===== src/rtl/bus_cycle_gen.sv =====
// rtl/bus_cycle_gen.sv - multiplexed address/data bus cycle generator for the external RTC
module bus_cycle_gen #(
  parameter int DATA_W   = 8,
  parameter int T_ADDR   = 2,
  parameter int T_GAP    = 2,
  parameter int T_STROBE = 4,
  parameter int T_REC    = 2,
  parameter int CNT_W    = 4
) (
  input  logic              clkAD,
  input  logic              resetAD,
  input  logic              start,
  input  logic              rw,
  input  logic [DATA_W-1:0] addr,
  input  logic [DATA_W-1:0] wdata,
  input  logic [DATA_W-1:0] bus_in,
  output logic [DATA_W-1:0] bus_out,
  output logic              dir,
  output logic              cs_n,
  output logic              rd_n,
  output logic              wr_n,
  output logic              ad,
  output logic              busy,
  output logic              done,
  output logic [DATA_W-1:0] rdata
);

  typedef enum logic [2:0] {IDLE, ADDR, GAP, DATA, REC} stateT;

  typedef struct packed {
    logic              csN;
    logic              rdN;
    logic              wrN;
    logic              adSel;
    logic              drive;
    logic [DATA_W-1:0] data;
  } pinsT;

  localparam logic [CNT_W-1:0] LAST_ADDR   = CNT_W'(T_ADDR - 1);
  localparam logic [CNT_W-1:0] LAST_GAP    = CNT_W'(T_GAP - 1);
  localparam logic [CNT_W-1:0] LAST_STROBE = CNT_W'(T_STROBE - 1);
  localparam logic [CNT_W-1:0] LAST_REC    = CNT_W'(T_REC - 1);

  stateT             state;
  logic [CNT_W-1:0]  phaseCnt;
  logic              isRead;
  logic [DATA_W-1:0] wdataLat;
  pinsT              pins;

  // Pad and strobe levels for a phase; IDLE yields the released-bus values.
  // During a write the data stays on the bus from GAP through REC for setup and hold.
  function automatic pinsT phasePins(input stateT s, input logic rd,
                                     input logic [DATA_W-1:0] a,
                                     input logic [DATA_W-1:0] w);
    pinsT p;
    p.csN   = 1'b1;
    p.rdN   = 1'b1;
    p.wrN   = 1'b1;
    p.adSel = 1'b1;
    p.drive = 1'b0;
    p.data  = '0;
    case (s)
      ADDR: begin
        p.csN   = 1'b0;
        p.wrN   = 1'b0;
        p.adSel = 1'b0;
        p.drive = 1'b1;
        p.data  = a;
      end
      GAP, REC: begin
        p.drive = !rd;
        p.data  = rd ? '0 : w;
      end
      DATA: begin
        p.csN   = 1'b0;
        p.rdN   = !rd;
        p.wrN   = rd;
        p.drive = !rd;
        p.data  = rd ? '0 : w;
      end
      default: ;
    endcase
    return p;
  endfunction

  assign cs_n    = pins.csN;
  assign rd_n    = pins.rdN;
  assign wr_n    = pins.wrN;
  assign ad      = pins.adSel;
  assign dir     = pins.drive;
  assign bus_out = pins.data;

  // Phase sequencer; pin levels are computed for the state being entered so every output is a flop.
  always_ff @(posedge clkAD) begin
    if (!resetAD) begin
      state    <= IDLE;
      phaseCnt <= '0;
      isRead   <= 1'b0;
      wdataLat <= '0;
      pins     <= phasePins(IDLE, 1'b0, '0, '0);
      busy     <= 1'b0;
      done     <= 1'b0;
      rdata    <= '0;
    end else begin
      done <= 1'b0;
      case (state)
        IDLE: begin
          if (start) begin
            isRead   <= rw;
            wdataLat <= wdata;
            state    <= ADDR;
            phaseCnt <= '0;
            pins     <= phasePins(ADDR, rw, addr, wdata);
            busy     <= 1'b1;
          end
        end
        ADDR: begin
          if (phaseCnt == LAST_ADDR) begin
            state    <= GAP;
            phaseCnt <= '0;
            pins     <= phasePins(GAP, isRead, '0, wdataLat);
          end else begin
            phaseCnt <= phaseCnt + 1'b1;
          end
        end
        GAP: begin
          if (phaseCnt == LAST_GAP) begin
            state    <= DATA;
            phaseCnt <= '0;
            pins     <= phasePins(DATA, isRead, '0, wdataLat);
          end else begin
            phaseCnt <= phaseCnt + 1'b1;
          end
        end
        DATA: begin
          if (phaseCnt == LAST_STROBE) begin
            state    <= REC;
            phaseCnt <= '0;
            pins     <= phasePins(REC, isRead, '0, wdataLat);
            if (isRead) begin
              rdata <= bus_in;
            end
          end else begin
            phaseCnt <= phaseCnt + 1'b1;
          end
        end
        REC: begin
          if (phaseCnt == LAST_REC) begin
            state    <= IDLE;
            phaseCnt <= '0;
            pins     <= phasePins(IDLE, 1'b0, '0, '0);
            busy     <= 1'b0;
            done     <= 1'b1;
          end else begin
            phaseCnt <= phaseCnt + 1'b1;
          end
        end
        default: begin
          state    <= IDLE;
          phaseCnt <= '0;
          pins     <= phasePins(IDLE, 1'b0, '0, '0);
          busy     <= 1'b0;
        end
      endcase
    end
  end

endmodule

===== config.mk =====
export PLATFORM = sky130hd
export DESIGN_NAME = bus_cycle_gen
export DESIGN_NICKNAME = d
export VERILOG_FILES = /design/src/rtl/bus_cycle_gen.sv
export SDC_FILE = /design/constraint.sdc
export NUM_CORES = 1
export LEC_CHECK = 0
export CORE_UTILIZATION = 48
export DETAILED_ROUTE_END_ITERATION = 6
export PLACE_DENSITY = 0.8
export SLEW_MARGIN = 40
export SYNTH_ARGS = -nofsm -noshare
export SYNTH_HDL_FRONTEND = slang
export SYNTH_SLANG_ARGS = --single-unit

===== constraint.sdc =====
create_clock -name clkAD -period 2.6 [get_ports clkAD]
set_clock_uncertainty 0.05 [all_clocks]
set_input_delay 0.52 -clock clkAD [delete_from_list [all_inputs] [get_ports clkAD]]
set_output_delay 0.52 -clock clkAD [all_outputs]
set_load 0.01 [all_outputs]

Yosys cells after proc, flatten, opt, wreduce, memory -nomap -nowiden
Cells that the tools add are included.
Storage, ports and cells
  register bits after elaboration: 39
  input port bits: 28
  output and inout bits: 23
  word-level logic and storage cells: 56
Operators by class
  add/subtract/negate cells: 1
  equal/unequal tests: 11
  multiplexer cells: 21
  bitwise logic cells: 1
  reductions and logical operators: 9
Operators with widths (number)
  13-bit two-way mux: 5
  13-bit one-hot mux with 5 select lines: 1
  3-bit two-way mux: 5
  3-bit one-hot mux with 5 select lines: 1
  4-bit two-way mux: 3
  4-bit one-hot mux with 3 select lines: 1
  2-bit inequality test (second input constant): 5
  8-bit two-way mux: 1
  3-bit by 2-bit equality test with 1-bit output (second input constant): 2
  3-bit AND reduction: 2
  3-bit OR reduction: 2
  5-bit AND reduction: 1
  4-bit by 1-bit adder with 4-bit output (second input constant): 1
  4-bit by 1-bit equality test with 1-bit output (second input constant): 1
  4-bit by 2-bit equality test with 1-bit output (second input constant): 1
  2-bit AND reduction: 2
  3-bit by 1-bit equality test with 1-bit output (second input constant): 1
  3-bit equality test (second input constant): 1
  3-bit logical NOT: 1
  1-bit two-way mux: 3
  1-bit one-hot mux with 3 select lines: 1
  1-bit logical NOT: 1
  1-bit NOT: 1

Longest topological paths before layout
Gate-level depths: netlist of the first run.
  word-level depth: 4
  depth in mapped cells: 7

Least setup slack after synthesis of the first run
No wires, ideal clock.
  kind: reg-to-reg
  start: register phaseCnt[1]
  end: register pins, in the netlist wr_n
  library setup time: 123 ps
  data arrival time: 1649 ps
  required time: 2427 ps
  slack: 778 ps
  cell stages (with the launch flop): 7
  path buffers: 0
  period minus slack after synthesis: 1822 ps
  cells stage by stage: dfxtp_1 -> inv_1 -> ha_1 -> nor3b_2 -> mux2_2 -> o221ai_2 -> mux2_1
On the way
  word-level cells in the longest chain between the ends: 3
Ends and longest elaborated chain
  start, declared: line 45  | logic [CNT_W-1:0] phaseCnt;
  start signal, assigned: line 123  | phaseCnt <= phaseCnt + 1'b1;
  start signal, assigned: line 132  | phaseCnt <= phaseCnt + 1'b1;
  start signal, assigned: line 144  | phaseCnt <= phaseCnt + 1'b1;
  4-bit by 2-bit equality test with 1-bit output or 4-bit by 1-bit equality test with 1-bit output (tied branches)
  2-bit inequality test (no line)
  5-bit AND reduction (no line) (*)
  end signal, assigned: line 130  | pins <= phasePins(DATA, isRead, '0, wdataLat);
  end signal, assigned: line 139  | pins <= phasePins(REC, isRead, '0, wdataLat);
  end signal, assigned: line 151  | pins <= phasePins(IDLE, 1'b0, '0, '0);
  end, declared: line 48  | pinsT pins;
Every way passes the cells marked *; elsewhere a longest branch is shown, timed or not.
A chain may end at the register's enable or synchronous reset.

Worst setup path after layout of the first run
  start: register phaseCnt[0]
  end: register pins, in the netlist cs_n
Same word-level chain as after synthesis.

==> reports/metrics.yaml, run 1 <==
clock_network:
  ctsHtreeMaxLevel: 2
  path_clk_slew_ps: 80
  ctsResizeCount: 0
  cts_buffers: 5
  cts.sinks: 39
  hold_buffers: 0
  clock_latency_ps: 290
  root_buffer: "clkbuf_8"
  cts_tree: "built"
  post_cts_buffers: 0
  cts_buffer_depth: 2
timing:
  setup_slack_ps: 457
  slew_viol_final: 0
  fin_crit_ps: 2140
  finalSetupViolCount: 0
  tightest_slew_ps: 536
  period_share: 0.824
  max_slew_margin: 0.640
  rsz0062_at_grt: "false"
  hold_viol_final: 0
  setup_total_negative_slack_ps: 0
  fmax_mhz: 467
cells_and_area:
  drive_gt1_frac: 0.0755
  stdcell_area_um2: 2510
  syn_to_final_growth_pct: 34.7
  diodes: 0
  fin_nets: 295
  final_core_util: 0.681
yosys:
  avgSynthCellArea_um2: 8.68
  syn_inst: 215
  synth_nets: 246
  ys_ff_latch: 39
  synth_cell_types: 39
  ys_seq_area_frac: 0.419
  ys_warn_count: 0
  synth_area_um2: 1870
flow_run:
  cap_violations: 0
route:
  vias: 1614
  firstDrtPassIters: 4
  drt_drc_violations_left: 0
  detail-route-antenna-nets: 0
  wl_mm: 3.88
  wl_per_cell_um: 12.4
  drt-initial-drc-count: 59
  via_per_inst: 5.16
floorplanning:
  die_h_um: 64.3
  core_area_um2: 3690
  die_w_um: 64.3
  num_rows: 22
  ios: 51
  initial_utilization: 0.506
  die_area_um2: 4140
critical_path:
  criticalPathCategory: "reg -> reg"
  crit_path_top_delay_cell: "nor3b_2"
  max_stage_delay_ps: 430
  crit_chain: "ha_1 -> nor3b_2 -> mux2_2 -> o221ai_2 -> buf_4 -> a211o_1"
  timing.rr.end: "cs_n"
  crit_arrival_ps: 2270
  worstPathMaxFanout: 10
  reg2reg_depth: 6
  ff2ff_setup_slack_ps: 460
  endpoint_kind: "flop"
  startpoint_type: "flop"
  required_ps: 2730
  r2r-start: "phaseCnt[0]"
power_and_ir_drop:
  combPwrFrac: 0.188
  ir_worst_vdd_v: 0.000416
  powerDensity_nw_per_um2: 569
  intPower_mw: 1.07
  clkPwrFrac: 0.346
  netSwitchingFraction: 0.250
  p_leak_nw: 0.927
  power_frac_seq: 0.466
  p_switching_mw: 0.358
run_status:
  outcome: "complete, no violations"
worst_hold_path:
  min_path_type: "reg -> reg"
  holdPathEnd: "wdataLat[7]"
  holdCritStartpoint: "wdataLat[7]"
  hold_depth: 2
place:
  gp_congestion: 0.865
  dp_hpwl_mm: 2.81
  portBuffers: 50
  dp_slack_ps: 373
  placed_cell_area_um2: 2400
grt:
  globalRouteOverflowTotal: 0
  grt_util_all_layers: 0.204
  antenna_found_initial: 0
  grt_pass1_vias: 1449
  grt_max_degree: 26
  grt_first_pass_wirelength_mm: 6.56
## area by class of cell
type	count	area [um^2]
inverters	5	18.8
multi-input cells	158	1000
clock buffers	5	68.8
repair buffers	55	538
well taps	48	60.1
fillers	301	1170
flip-flops and latches	39	781
clock inverters	3	43.8
## flip-flops by register name (all words and copies together), names as in the netlist
name and count:
ad 1, bus_out 8, busy 1, cs_n 1, dir 1, done 1, isRead 1, phaseCnt 4
rd_n 1, rdata 8, state 3, wdataLat 8, wr_n 1
## through the flow
stage               cells  total power [mW]  hold WS, ps
floorplan             215             0.830          382
global placement      305             0.945          387
detailed placement    305             0.949          392
CTS                   313              1.44          403
global route          313              1.50          421
finish                313              1.43          401
## cell usage after synthesis
library cell	count	area share
dfxtp_1	39	0.42
o211ai_1	1	0.0040
a31oi_1	1	0.0034
ha_1	3	0.020
mux2_2	1	0.0060
buf_2	5	0.013
nor2_1	19	0.038
nand2_1	32	0.064
a211o_1	2	0.0094
or2_2	2	0.0067
nor3b_2	2	0.013
xnor2_1	2	0.0094
clkbuf_1	6	0.012
and2_1	9	0.030
nand3_1	3	0.0080
or2_1	1	0.0034
nor3_1	5	0.013
nand3b_1	3	0.012
a21oi_1	17	0.046
o221ai_2	1	0.0080
a2bb2oi_1	1	0.0047
o311a_1	1	0.0054
nor3_4	1	0.0087
o2bb2a_1	1	0.0054
nor3b_1	8	0.032
o32a_1	1	0.0054
xor2_1	1	0.0047
inv_1	5	0.010
nand2b_1	2	0.0067
buf_1	1	0.0020
o31ai_1	1	0.0040
mux2i_1	18	0.097
nand4bb_1	1	0.0060
nor4b_1	1	0.0047
o21ai_0	12	0.032
buf_6	1	0.0060
mux2_1	1	0.0060
or3b_1	3	0.014
maj3_1	1	0.0054
## metal layers
metal | part of all wire | vias up | GRT usage
li1 | - | 832 | -
met1 | 0.47 | 730 | 0.275
met2 | 0.45 | 45 | 0.307
met3 | 0.059 | 7 | 0.0589
met4 | 0.014 | 0 | 0.0750
met5 | 0 | - | 0
## kinds of logic after synthesis
kind of cell / share of synthesized area
AOI/OAI and AO/OA: 0.127
xor gates and xnor gates: 0.0141
adders and majority gates: 0.0255
buffers and inverters: 0.0436
DFF: 0.419
muxes: 0.109
and+or+nand+nor: 0.262
## layout by cell type (no fill, tap or decap), types with 2 or more instances in the layout
cell	instances
clkdlybuf4s50_1	50
dfxtp_1	39
nand2_1	32
nor2_1	19
mux2i_1	18
a21oi_1	17
o21ai_0	12
and2_1	9
nor3b_1	8
inv_1	5
nor3_1	5
clkbuf_8	5
buf_4	5
or3b_1	3
nand3b_1	3
nand3_1	3
ha_1	3
nor3b_2	2
or2_2	2
nand2b_1	2
xnor2_1	2
a211o_1	2
## worst max-delay path by stage
stage                            from          to  slack (ps)  depth (start not counted)
after detailed placement        start  bus_out[1]         370                          5
after floorplan           phaseCnt[1]        wr_n         780                          6
after CTS                 phaseCnt[0]        cs_n         460                          6
after global routing         state[1]        cs_n         310                          5
after global placement          start  bus_out[2]         430                          5
final                     phaseCnt[0]        cs_n         460                          6
## worst max-delay path, delay by kind of cell, from the launching register on
family                   cells  cell delay, ps
AND/OR/NAND/NOR              1             430
flip-flops                   1             400
adder cells (fa/ha/maj)      1             210
multiplexers                 1             270
AO/OA/AOI/OAI                2             430
buffers and inverters        1             230
## power groups by stage
| stage | logic, mW | registers, mW | clock network, mW |
|---|---|---|---|
| 6_report | 0.268 | 0.667 | 0.495 |
| 5_1_grt | 0.295 | 0.672 | 0.534 |
| 4_1_cts | 0.271 | 0.667 | 0.505 |
| 3_5_place_dp | 0.269 | 0.680 | 0 |
| 3_3_place_gp | 0.267 | 0.679 | 0 |
| 2_1_floorplan | 0.150 | 0.680 | 0 |
Note: power is estimated with default switching activity, not from simulation.
==> run 2: changes to the inputs <==
clock period = 2.1 ns   (was 2.6 ns; I/O delays follow)
==> reports/metrics.yaml, run 2 (synthesis results as in run 1) <==
power_and_ir_drop:
  powerDensity_nw_per_um2: 651
  netSwitchingFraction: 0.268
  clkPwrFrac: 0.293
  p_leak_nw: 0.956
  ir_worst_vdd_v: 0.000551
  combPwrFrac: 0.212
  p_switching_mw: 0.446
  intPower_mw: 1.22
  power_frac_seq: 0.495
clock_network:
  cts_buffers: 5
  cts_buffer_depth: 2
  cts_tree: "built"
  cts.sinks: 39
  ctsHtreeMaxLevel: 2
  hold_buffers: 0
  path_clk_slew_ps: 70
  post_cts_buffers: 0
  root_buffer: "clkbuf_8"
  clock_latency_ps: 290
  ctsResizeCount: 0
cells_and_area:
  diodes: 0
  fillers: 315
  layout_commonest_cell: "clkdlybuf4s50_1"
  final_core_util: 0.693
  drive_gt1_frac: 0.106
  fin_cells: 322
  final_cell_mix: "clkdlybuf4s50_1 (50), dfxtp_1 (39), nand2_1 (32)"
  fin_nets: 304
  syn_to_final_growth_pct: 37.0
critical_path:
  cp.depth: 7
  crit_path_top_delay_cell: "dfxtp_1"
  endpoint_kind: "flop"
  reg2reg_depth: 7
  max_stage_delay_ps: 380
  cp-endpoint: "bus_out[4]"
  startpoint: "phaseCnt[1]"
  worstPathMaxFanout: 10
  criticalPathCategory: "reg -> reg"
  r2r-start: "phaseCnt[1]"
  cp_top_family: "multiplexers"
  ff2ff_setup_slack_ps: 120
  timing.rr.end: "bus_out[4]"
  path_buf_inv: 2
  crit_arrival_ps: 2150
  startpoint_type: "flop"
  required_ps: 2270
  crit_chain: "inv_1 -> ha_1 -> nor3b_2 -> mux2_2 -> o221ai_2 -> buf_4 -> mux2i_1"
place:
  placed_cells: 314
  portBuffers: 50
  dp_hpwl_mm: 3.03
  gp_congestion: 0.854
grt:
  grt_pass1_vias: 1540
  grt_util_all_layers: 0.218
  grt_first_pass_wirelength_mm: 6.84
  antenna_found_initial: 0
  globalRouteOverflowTotal: 0
  grt_max_degree: 26
timing:
  period_share: 0.945
  hold_viol_final: 0
  max_slew_margin: 0.612
  rsz0062_at_grt: "false"
  fin_crit_ps: 1980
  fmax_mhz: 504
  setup_total_negative_slack_ps: 0
  tightest_slew_ps: 581
  finalSetupViolCount: 0
  slew_viol_final: 0
route:
  firstDrtPassIters: 4
  drt-initial-drc-count: 48
  wl_mm: 4.18
  wl_per_cell_um: 13.0
  vias: 1643
  detail-route-antenna-nets: 0
  via_per_inst: 5.10
  drt_drc_violations_left: 0
floorplanning:
  die_area_um2: 4140
  die_h_um: 64.3
  core_area_um2: 3690
  die_w_um: 64.3
  initial_utilization: 0.506
  ios: 51
  num_rows: 22
worst_hold_path:
  min_path_type: "reg -> reg"
flow_run:
  cap_violations: 0
run_status:
  outcome: "complete, no violations"
run 2: stage by stage:
step	cell area (um^2)	hold WS [ps]	worst slack (ps)	power, mW
2_1_floorplan	1870	382	278	1.03
3_3_place_gp	2470	389	98.7	1.19
3_5_place_dp	2470	392	18.3	1.19
4_1_cts	2560	403	85.3	1.68
5_1_grt	2560	422	2.92	1.75
6_report	2560	405	115	1.66
run 2: power by group through the flow:
stage	Combinational (mW)	Sequential, mW	Clock [mW]
final	0.354	0.824	0.488
after global routing	0.384	0.829	0.541
after CTS	0.356	0.824	0.500
after detailed placement	0.355	0.840	0
after global placement	0.348	0.839	0
after floorplan	0.186	0.842	0
run 2: cell type report:
type / count / area [um^2] / area share
Tap cell: 48 / 60.1 / 0.0235
Clock inverter: 2 / 12.5 / 0.00489
Multi-Input combinational cell: 158 / 1010 / 0.394
Inverter: 5 / 18.8 / 0.00734
Timing Repair Buffer: 64 / 606 / 0.237
Sequential cell: 39 / 781 / 0.305
Clock buffer: 6 / 72.6 / 0.0284
run 2: per-layer routing:
layer	up-vias	routed length [um]	track usage
li1	853	-	-
met1	746	2030	0.279
met2	40	1920	0.338
met3	4	178	0.0679
met4	0	54	0.0833
met5	-	0	0
run 2: worst min-delay path by stage:
stage          cells past startpoint         from           to
5_1_grt                            2  wdataLat[7]  wdataLat[7]
6_report                           2  wdataLat[7]  wdataLat[7]
4_1_cts                            2  wdataLat[7]  wdataLat[7]
2_1_floorplan                      2  wdataLat[0]  wdataLat[0]
3_5_place_dp                       2  wdataLat[7]  wdataLat[7]
3_3_place_gp                       2  wdataLat[7]  wdataLat[7]
run 2: tightest hold or removal path, stage by stage, from the launching register on:
cell	delay (ps)
dfxtp_1	310
nand2_1	50
a21oi_1	50
